[config.mk]
export PLATFORM = sky130hd
export DESIGN_NAME = dot_product_mac_flat
export DESIGN_NICKNAME = d
export VERILOG_FILES = /design/src/rtl/dot_product_mac_if.sv /design/src/rtl/dot_product_mac.sv /design/src/flat_wrapper.sv
export SDC_FILE = /design/constraint.sdc
export NUM_CORES = 1
export LEC_CHECK = 0
export ABC_AREA = 1
export BUFFER_PORTS_ARGS = -buffer_cell sky130_fd_sc_hd__buf_4
export CORE_AREA = 8 8 147 149
export DETAILED_ROUTE_END_ITERATION = 10
export DIE_AREA = 0 0 155 157
export GPL_TIMING_DRIVEN = 0
export PLACE_DENSITY = 0.8
export SYNTH_ARGS = -nofsm -noshare
export SYNTH_HDL_FRONTEND = slang
export SYNTH_SLANG_ARGS = --single-unit
[constraint.sdc]
create_clock -name clk -period 5.1 [get_ports clk]
set_clock_uncertainty 0.05 [all_clocks]
set_input_delay 0.255 -clock clk [delete_from_list [all_inputs] [get_ports clk]]
set_output_delay 0.255 -clock clk [all_outputs]
set_load 0.1 [all_outputs]
[src/rtl/dot_product_mac_if.sv]
// Stream and result handshake bundle for dot_product_mac.
// slave: the MAC engine; master: the beat producer / result consumer.
interface dot_product_mac_if #(
  parameter int unsigned DATA_W = 8,
  parameter int unsigned LANES  = 2,
  parameter int unsigned ACC_W  = 24,
  parameter int unsigned CNT_W  = 16
) ();
  logic                      in_valid;
  logic                      in_ready;
  logic                      in_last;
  logic [LANES*DATA_W-1:0]   A;
  logic [LANES*DATA_W-1:0]   B;
  logic                      out_valid;
  logic                      out_ready;
  logic [ACC_W-1:0]          result;
  logic [CNT_W-1:0]          beat_count;
  logic                      overflow;

  modport slave (
    input  in_valid, in_last, A, B, out_ready,
    output in_ready, out_valid, result, beat_count, overflow
  );

  modport master (
    output in_valid, in_last, A, B, out_ready,
    input  in_ready, out_valid, result, beat_count, overflow
  );
endinterface

[src/rtl/dot_product_mac.sv]
// Streaming dot-product MAC: multiply stage, lane reduction, accumulate, held result.
// Define DOTMAC_SAT_EN to saturate the accumulator instead of wrapping.
module dot_product_mac #(
  parameter int unsigned DATA_W = 8,
  parameter int unsigned LANES  = 2,
  parameter int unsigned ACC_W  = 24,
  parameter int unsigned CNT_W  = 16
) (
  input  logic              clk,
  input  logic              rst,
  dot_product_mac_if.slave  bus
);
  localparam int unsigned PROD_W = 2 * DATA_W;
  localparam int unsigned SUM_W  = PROD_W + $clog2(LANES);
  localparam int unsigned EXT_W  = ACC_W + 1;

  logic              adv;
  logic [PROD_W-1:0] prod_d [LANES];
  logic [PROD_W-1:0] prod_q [LANES];
  logic              s1_valid_q, s1_last_q;
  logic [SUM_W-1:0]  sum_d, sum_q;
  logic              s2_valid_q, s2_last_q;

  logic [ACC_W-1:0]  acc_q, acc_d, acc_new;
  logic [CNT_W-1:0]  cnt_q, cnt_d, cnt_new;
  logic              ovf_q, ovf_d, ovf_new;
  logic [EXT_W-1:0]  acc_sum;
  logic              carry;
  logic              fire3;

  logic [ACC_W-1:0]  result_q, result_d;
  logic [CNT_W-1:0]  bcnt_q, bcnt_d;
  logic              rovf_q, rovf_d;
  logic              out_valid_q, out_valid_d;

  // Everything holds while a finished result waits for its consumer.
  assign adv          = !(out_valid_q && !bus.out_ready);
  assign bus.in_ready = adv && !rst;

  always_comb begin
    for (int i = 0; i < LANES; i++) begin
      prod_d[i] = PROD_W'(bus.A[i*DATA_W +: DATA_W]) * PROD_W'(bus.B[i*DATA_W +: DATA_W]);
    end
  end

  always_comb begin
    sum_d = '0;
    for (int i = 0; i < LANES; i++) begin
      sum_d = sum_d + SUM_W'(prod_q[i]);
    end
  end

  // S1 products and S2 lane sum.
  always_ff @(posedge clk) begin
    if (rst) begin
      s1_valid_q <= 1'b0;
      s1_last_q  <= 1'b0;
      s2_valid_q <= 1'b0;
      s2_last_q  <= 1'b0;
      sum_q      <= '0;
      for (int i = 0; i < LANES; i++) prod_q[i] <= '0;
    end else if (adv) begin
      s1_valid_q <= bus.in_valid;
      s1_last_q  <= bus.in_last;
      for (int i = 0; i < LANES; i++) prod_q[i] <= prod_d[i];
      s2_valid_q <= s1_valid_q;
      s2_last_q  <= s1_last_q;
      sum_q      <= sum_d;
    end
  end

  // Accumulator state is zero at the start of every vector, so acc_q is the base directly.
  assign acc_sum = {1'b0, acc_q} + EXT_W'(sum_q);
  assign carry   = acc_sum[ACC_W];
  assign ovf_new = ovf_q | carry;
  assign cnt_new = (&cnt_q) ? cnt_q : cnt_q + CNT_W'(1);
`ifdef DOTMAC_SAT_EN
  assign acc_new = ovf_new ? '1 : acc_sum[ACC_W-1:0];
`else
  assign acc_new = acc_sum[ACC_W-1:0];
`endif
  assign fire3 = adv && s2_valid_q;

  always_comb begin
    acc_d       = acc_q;
    cnt_d       = cnt_q;
    ovf_d       = ovf_q;
    result_d    = result_q;
    bcnt_d      = bcnt_q;
    rovf_d      = rovf_q;
    out_valid_d = out_valid_q;
    if (out_valid_q && bus.out_ready) out_valid_d = 1'b0;
    if (fire3) begin
      if (s2_last_q) begin
        acc_d       = '0;
        cnt_d       = '0;
        ovf_d       = 1'b0;
        result_d    = acc_new;
        bcnt_d      = cnt_new;
        rovf_d      = ovf_new;
        out_valid_d = 1'b1;
      end else begin
        acc_d = acc_new;
        cnt_d = cnt_new;
        ovf_d = ovf_new;
      end
    end
  end

  always_ff @(posedge clk) begin
    if (rst) begin
      acc_q       <= '0;
      cnt_q       <= '0;
      ovf_q       <= 1'b0;
      result_q    <= '0;
      bcnt_q      <= '0;
      rovf_q      <= 1'b0;
      out_valid_q <= 1'b0;
    end else begin
      acc_q       <= acc_d;
      cnt_q       <= cnt_d;
      ovf_q       <= ovf_d;
      result_q    <= result_d;
      bcnt_q      <= bcnt_d;
      rovf_q      <= rovf_d;
      out_valid_q <= out_valid_d;
    end
  end

  assign bus.out_valid  = out_valid_q;
  assign bus.result     = result_q;
  assign bus.beat_count = bcnt_q;
  assign bus.overflow   = rovf_q;
endmodule
[src/flat_wrapper.sv]
// flat-port wrapper written by rule: the top's interface ports become plain ports
module dot_product_mac_flat 
#(
  parameter int unsigned DATA_W = 8,
  parameter int unsigned LANES  = 2,
  parameter int unsigned ACC_W  = 24,
  parameter int unsigned CNT_W  = 16
)
  (clk, rst, bus_in_valid, bus_in_last, bus_A, bus_B, bus_out_ready, bus_in_ready, bus_out_valid, bus_result, bus_beat_count, bus_overflow);
  dot_product_mac_if #(.DATA_W(DATA_W), .LANES(LANES), .ACC_W(ACC_W), .CNT_W(CNT_W)) bus_i ();
  input  logic clk;
  input  logic rst;
  input wire logic [$bits(bus_i.in_valid)-1:0] bus_in_valid;
  input wire logic [$bits(bus_i.in_last)-1:0] bus_in_last;
  input wire logic [$bits(bus_i.A)-1:0] bus_A;
  input wire logic [$bits(bus_i.B)-1:0] bus_B;
  input wire logic [$bits(bus_i.out_ready)-1:0] bus_out_ready;
  output wire logic [$bits(bus_i.in_ready)-1:0] bus_in_ready;
  output wire logic [$bits(bus_i.out_valid)-1:0] bus_out_valid;
  output wire logic [$bits(bus_i.result)-1:0] bus_result;
  output wire logic [$bits(bus_i.beat_count)-1:0] bus_beat_count;
  output wire logic [$bits(bus_i.overflow)-1:0] bus_overflow;
  assign bus_i.in_valid = bus_in_valid;
  assign bus_i.in_last = bus_in_last;
  assign bus_i.A = bus_A;
  assign bus_i.B = bus_B;
  assign bus_i.out_ready = bus_out_ready;
  assign bus_in_ready = bus_i.in_ready;
  assign bus_out_valid = bus_i.out_valid;
  assign bus_result = bus_i.result;
  assign bus_beat_count = bus_i.beat_count;
  assign bus_overflow = bus_i.overflow;
  dot_product_mac #(.DATA_W(DATA_W), .LANES(LANES), .ACC_W(ACC_W), .CNT_W(CNT_W)) u_core (.clk(clk), .rst(rst), .bus(bus_i));
endmodule
==> results.py, run 1 <==
metrics = {
    "global_routing": {
        "grt-ovfl-total": 0,
        "grt_max_degree": 37,
        "antenna_found_initial": 0,
        "first_global_vias": 10149,
        "track_usage_pct": 22.8,
        "grt_pass1_wl_mm": 45.8,
    },
    "clock_network": {
        "cts_made_buffers": 17,
        "clock-root-buffer": "clkbuf_16",
        "holdBufCountCts": 2,
        "htree_levels": 4,
        "post_cts_buffers": 0,
        "cts_resized": 0,
        "cts.sinks": 136,
        "cts_tree": "built",
        "clk_pin_slew_ps": 60,
        "ctsLongestPathBuffers": 2,
        "clock_latency_ps": 440,
    },
    "setup_path": {
        "crit_path_start_kind": "input pin",
        "r2r_slack_ps": 2920,
        "cp_data_arrival_time_ps": 4280,
        "criticalPathCategory": "input pin to flop",
        "crit_chain": "clkbuf_1 > nand2_1 > fa_1 > fa_1 > inv_1 > fa_1 > inv_1 > fa_1 > inv_1 > ha_1 > a21o_1 > a21boi_0 > nand2_1 > nand3_1 > nand2_1 > o21ai_0 > a21oi_1",
        "cp_num_buf_inv": 4,
        "slowest_stage": "fa_1",
        "critPathTopFamily": "adder cells",
        "worst_path_largest_cell_delay_ps": 560,
        "required_ps": 5230,
        "critPathCaptureType": "flop",
        "crit_fanout": 8,
        "crit_top_cell": "fa_1",
    },
    "route": {
        "vias": 10432,
        "wl_per_cell_um": 13.8,
        "wl_mm": 27.3,
        "first_pass_iters": 5,
        "ant_nets": 0,
        "via_per_inst": 5.26,
        "drc_errors": 0,
        "drt-initial-drc-count": 687,
    },
    "yosys": {
        "ys_seq_area_share_pct": 26.1,
        "syn_inst": 1637,
        "synth_nets": 1854,
        "synth_area_um2": 11700,
        "avgSynthCellArea_um2": 7.13,
        "synth_edf_count": 32,
        "yosys_register_bits": 136,
        "yosys_warnings": 0,
        "yosys.cell_types.count": 43,
        "synth-main-ff-cell": "dfxtp_1",
        "synthArstFlopShare_pct": 0,
    },
    "die": {
        "die_h_um": 157,
        "die_area_um2": 24300,
        "start_util_pct": 60.8,
        "rows": 51,
        "io_pins": 80,
        "die_w_um": 155,
        "coreArea_um2": 19200,
    },
    "power_and_ir_drop": {
        "swShare_pct": 40.7,
        "p_comb_share_pct": 42.7,
        "p_total_w": 0.00448,
        "power_frac_seq_pct": 29.5,
        "p_int_w": 0.00266,
        "ir_drop_uv": 256,
        "p_switching_w": 0.00183,
        "p_clk_share_pct": 27.9,
        "power.leakage_nw": 7.13,
        "p_per_area_nw_per_um2": 346,
    },
    "sta": {
        "setup_viol": 0,
        "worstMarginPinSlew_ps": 1250,
        "slew_headroom_pct": 16.6,
        "fin_crit_ps": 4150,
        "drv_slew": 0,
        "setup_tns_ps": 0,
        "hold_violations": 0,
        "max_freq_ghz": 0.241,
        "rsz0062_at_grt": "false",
        "period_share_pct": 81.4,
    },
    "run": {
        "cap_violations": 0,
    },
    "layout": {
        "utilization_pct": 67.5,
        "diodes": 0,
        "areaGrowthSynthToFinish_pct": 11.0,
        "drive_above_1_share_pct": 8.10,
        "final_nets": 1921,
        "final_area_um2": 13000,
        "nFillCells": 1666,
    },
    "placement": {
        "placed_cell_area_um2": 12400,
        "port_buffers": 46,
        "gp_congestion": 0.960,
        "place_hpwl_mm": 21.7,
    },
    "hold_path": {
        "hp-class": "input pin to flop",
    },
    "status": {
        "outcome": "finished clean",
    },
}
-- flip-flops by register name, summed over array words and instances, names as in the netlist, 16 cells and up --
| signal | count |
|---|---|
| u_core.acc_q | 24 |
| u_core.cnt_q | 16 |
| u_core.bus.result | 24 |
| u_core.prod_q | 32 |
| u_core.bus.beat_count | 16 |
| u_core.sum_q | 17 |
-- final timing paths --
check	cells after the start	startpoint	end
worst max register to register	11	u_core.prod_q[0][16]	u_core.sum_q[14]
worst max-delay path	17	bus_A[0]	u_core.prod_q[0][12]
worst min register to register	2	u_core.bus.result[14]	u_core.bus.result[14]
worst min-delay path	6	bus_out_ready	u_core.sum_q[4]
-- power groups by stage --
stage               logic [W]  clock network (W)  registers, W
floorplan             0.00147                  0       0.00133
global placement      0.00183                  0       0.00134
detailed placement    0.00188                  0       0.00134
CTS                   0.00191            0.00126       0.00132
global route          0.00220            0.00130       0.00133
finish                0.00191            0.00125       0.00132
-- stage by stage --
step                std cells  hold WS (ps)  setup slack (ps)
floorplan                1637           318               921
finish                   1982           232               948
detailed placement       1948           390               496
CTS                      1982           231               963
global placement         1948           388               593
global route             1982           286               706
-- layout make-up --
class,count,area [um2],area share [%]
Buffer,59,256,1.98
Clock buffer,17,425,3.28
Clock inverter,15,168,1.29
Inverter,316,1190,9.15
Multi-Input combinational cell,1126,7190,55.5
Sequential cell,136,3040,23.5
Tap cell,265,332,2.56
Timing Repair Buffer,48,365,2.82
-- per-layer routing --
metal  GRT usage [%]  vias up  wire length, um
li1                -     5223                -
met1            26.6     4911            11500
met2            41.5      242            13800
met3            3.59       56             1210
met4            8.49        0              699
met5               0        -                0
-- cells in the mapped netlist (2+ instances only) --
| cell type | number | area share [%] |
|---|---|---|
| o21a_1 | 8 | 0.51 |
| nand2_1 | 494 | 16 |
| o21ai_0 | 44 | 1.9 |
| nor2_2 | 5 | 0.27 |
| nor3_1 | 10 | 0.43 |
| xor2_1 | 17 | 1.3 |
| edfxtp_1 | 32 | 8.2 |
| nor2_4 | 4 | 0.39 |
| a211oi_1 | 2 | 0.13 |
| nand3_1 | 79 | 3.4 |
| a31oi_1 | 2 | 0.11 |
| o22ai_1 | 2 | 0.11 |
| a21o_1 | 5 | 0.32 |
| dfxtp_1 | 104 | 18 |
| a21oi_2 | 7 | 0.52 |
| o21ai_1 | 3 | 0.13 |
| nor2_1 | 90 | 2.9 |
| nand4_1 | 11 | 0.59 |
| or2_2 | 4 | 0.21 |
| a21oi_1 | 90 | 3.9 |
| nand3b_1 | 10 | 0.64 |
| inv_1 | 312 | 10 |
| clkbuf_1 | 41 | 1.3 |
| buf_2 | 13 | 0.56 |
| nand3_2 | 3 | 0.26 |
| xnor2_1 | 6 | 0.45 |
| o21bai_1 | 2 | 0.13 |
| ha_1 | 106 | 11 |
| inv_2 | 4 | 0.13 |
| fa_1 | 74 | 13 |
| a22o_1 | 22 | 1.6 |
| a21boi_0 | 3 | 0.19 |
| buf_4 | 3 | 0.19 |
| or2_1 | 2 | 0.11 |
| nand2_2 | 15 | 0.80 |
-- tightest hold or removal path, delay by kind of cell --
family	cells	cell delay, ps
buffers and inverters	2	140
and+or+nand+nor	3	200
AOI/OAI and AO/OA	1	60
-- kinds of logic after synthesis --
logic type	count (synthesis)	share of synthesized area, %
XOR/XNOR	23	1.72
AO/OA/AOI/OAI	193	9.77
buffers and inverters	375	12.4
AND/OR/NAND/NOR	730	26.1
adder cells (fa/ha/maj)	180	24.0
flip-flops	136	26.1
-- layout by cell type (no fill, tap or decap), types with 7 or more instances in the layout --
| cell type | n |
|---|---|
| a21oi_1 | 90 |
| xor2_1 | 17 |
| ha_1 | 106 |
| dfxtp_1 | 104 |
| clkbuf_16 | 17 |
| nand2_1 | 494 |
| o21a_1 | 8 |
| o21ai_0 | 44 |
| nand2_2 | 15 |
| inv_1 | 312 |
| a21oi_2 | 7 |
| nand3_1 | 79 |
| nor2_1 | 90 |
| nand3b_1 | 10 |
| a22o_1 | 22 |
| edfxtp_1 | 32 |
| nor3_1 | 10 |
| buf_4 | 49 |
| clkbuf_1 | 41 |
| buf_2 | 13 |
| fa_1 | 74 |
| nand4_1 | 11 |
Power figures use the tool's default switching activity.
==> inputs of run 2 (changes only) <==
Settings changed: CORE_AREA 8 8 147 149 to 8 8 154 156, DIE_AREA 0 0 155 157 to 0 0 162 164, PLACE_DENSITY 0.8 to 0.77.
Clock period 5.1 ns to 3.7 ns, I/O delays scaled along.
==> results.py, run 2 (synthesis gave the netlist of run 1 again) <==
metrics = {
    "layout": {
        "drive_above_1_share_pct": 11.0,
        "final_area_um2": 13300,
        "largest_register": "u_core.prod_q",
        "final_cell_mix": "nand2_1, inv_1, dfxtp_1",
        "diodes": 0,
        "utilization_pct": 62.4,
        "final_nets": 1921,
        "final_common_cell": "nand2_1",
        "nFillCells": 1969,
        "largest_reg_flops": 32,
        "areaGrowthSynthToFinish_pct": 14.0,
    },
    "route": {
        "first_pass_iters": 5,
        "wl_mm": 27.3,
        "via_per_inst": 5.11,
        "drc_errors": 0,
        "wl_per_cell_um": 13.7,
        "ant_nets": 0,
        "drt-initial-drc-count": 517,
        "vias": 10197,
    },
    "clock_network": {
        "clk_pin_slew_ps": 60,
        "htree_levels": 4,
        "clock-root-buffer": "clkbuf_16",
        "ctsLongestPathBuffers": 2,
        "clock_latency_ps": 430,
        "cts.sinks": 136,
        "post_cts_buffers": 0,
        "cts_made_buffers": 17,
        "cts_tree": "built",
    },
    "die": {
        "die_h_um": 164,
        "start_util_pct": 54.7,
        "die_w_um": 162,
        "die_area_um2": 26600,
        "io_pins": 80,
        "rows": 54,
        "coreArea_um2": 21400,
    },
    "sta": {
        "fin_crit_ps": 3540,
        "hold_ws_ps": 135,
        "period_share_pct": 95.8,
        "drv_slew": 0,
        "slew_headroom_pct": 15.9,
        "max_freq_ghz": 0.282,
        "hold_violations": 0,
        "setup_viol": 0,
        "worstMarginPinSlew_ps": 1260,
    },
    "placement": {
        "port_buffers": 46,
        "placed_cell_area_um2": 12700,
        "place_hpwl_mm": 22.2,
        "gp_congestion": 0.938,
    },
    "run": {
        "cap_violations": 0,
    },
    "setup_path": {
        "cp_data_arrival_time_ps": 3660,
        "crit_fanout": 8,
        "criticalPathCategory": "input pin to flop",
        "critPathCaptureType": "flop",
        "crit_path_start_kind": "input pin",
        "required_ps": 3810,
    },
    "global_routing": {
        "antenna_found_initial": 0,
        "track_usage_pct": 21.0,
        "top_usage_layer": "met2",
        "gr-usage-met3_pct": 2.76,
        "grt_util_met2_pct": 38.5,
        "grt-ovfl-total": 0,
        "grt_max_degree": 37,
        "first_global_vias": 10060,
        "met1_usage_pct": 24.7,
        "grt_pass1_wl_mm": 46.2,
    },
    "hold_path": {
        "hp-class": "input pin to flop",
    },
    "power_and_ir_drop": {
        "ir_drop_uv": 277,
        "power.leakage_nw": 7.26,
        "p_per_area_nw_per_um2": 484,
    },
    "status": {
        "outcome": "finished clean",
    },
}
[run 2: report_power, final]
part | switching (W) | internal [W] | leakage (nW) | total [W]
registers | 0.0000853 | 0.00174 | 1.22 | 0.00182
logic | 0.00177 | 0.00115 | 5.76 | 0.00293
clock network | 0.000715 | 0.000981 | 0.286 | 0.00170
total | 0.00257 | 0.00387 | 7.26 | 0.00645
[run 2: worst paths after layout]
kind,startpoint,endpoint,slack [ps],cells past startpoint
max reg2reg,u_core.bus.out_valid,u_core.prod_q[0][14],1560,5
min reg2reg,u_core.bus.result[14],u_core.bus.result[14],400,2
min,bus_A[0],u_core.prod_q[0][0],130,3
max,bus_A[5],u_core.prod_q[0][12],160,17
[run 2: final cells by class]
type / instances / area [um2] / area share [%]
clock buffer: 19 / 453 / 3.40
timing repair buffer: 48 / 365 / 2.74
clock inverter: 13 / 136 / 1.02
multi-input combinational: 1126 / 7350 / 55.2
inverter: 316 / 1190 / 8.91
buffer: 59 / 435 / 3.27
tap: 280 / 350 / 2.63
sequential: 136 / 3040 / 22.8
[run 2: metal layers]
layer / part of all wire, % / vias up
met5: 0 / -
met3: 4.3 / 36
li1: - / 5208
met4: 1.8 / 0
met2: 51 / 217
met1: 43 / 4736
[run 2: worst max-delay path, cell delays in order]
cell      delay, ps
buf_2           160
nand2_1          80
inv_1            50
fa_1            490
fa_1            500
fa_1            510
inv_1            60
fa_1            540
inv_1            70
ha_4            260
a21oi_1         130
a21boi_2        190
nand2_2         110
nand3_1          90
nand2_1          70
o21ai_1         120
a21oi_1          50
[run 2: repair_timing]
| action | CTS | global route |
|---|---|---|
| endpoints found under the setup margin | 0 | 5 |
| hold buffers | 2 | 0 |
| resized for setup | 0 | 11 |
| endpoints found under the hold margin | 2 | 0 |
[run 2: through the flow]
step,TNS (ps),worst slack (ps),total power [W],instances
5_1_grt,-32.1,-21.4,0.00695,1997
3_5_place_dp,-3190,-312,0.00475,1963
3_3_place_gp,-2300,-206,0.00467,1963
4_1_cts,0,134,0.00646,1997
2_1_floorplan,0,0.676,0.00413,1637
6_report,0,156,0.00645,1997
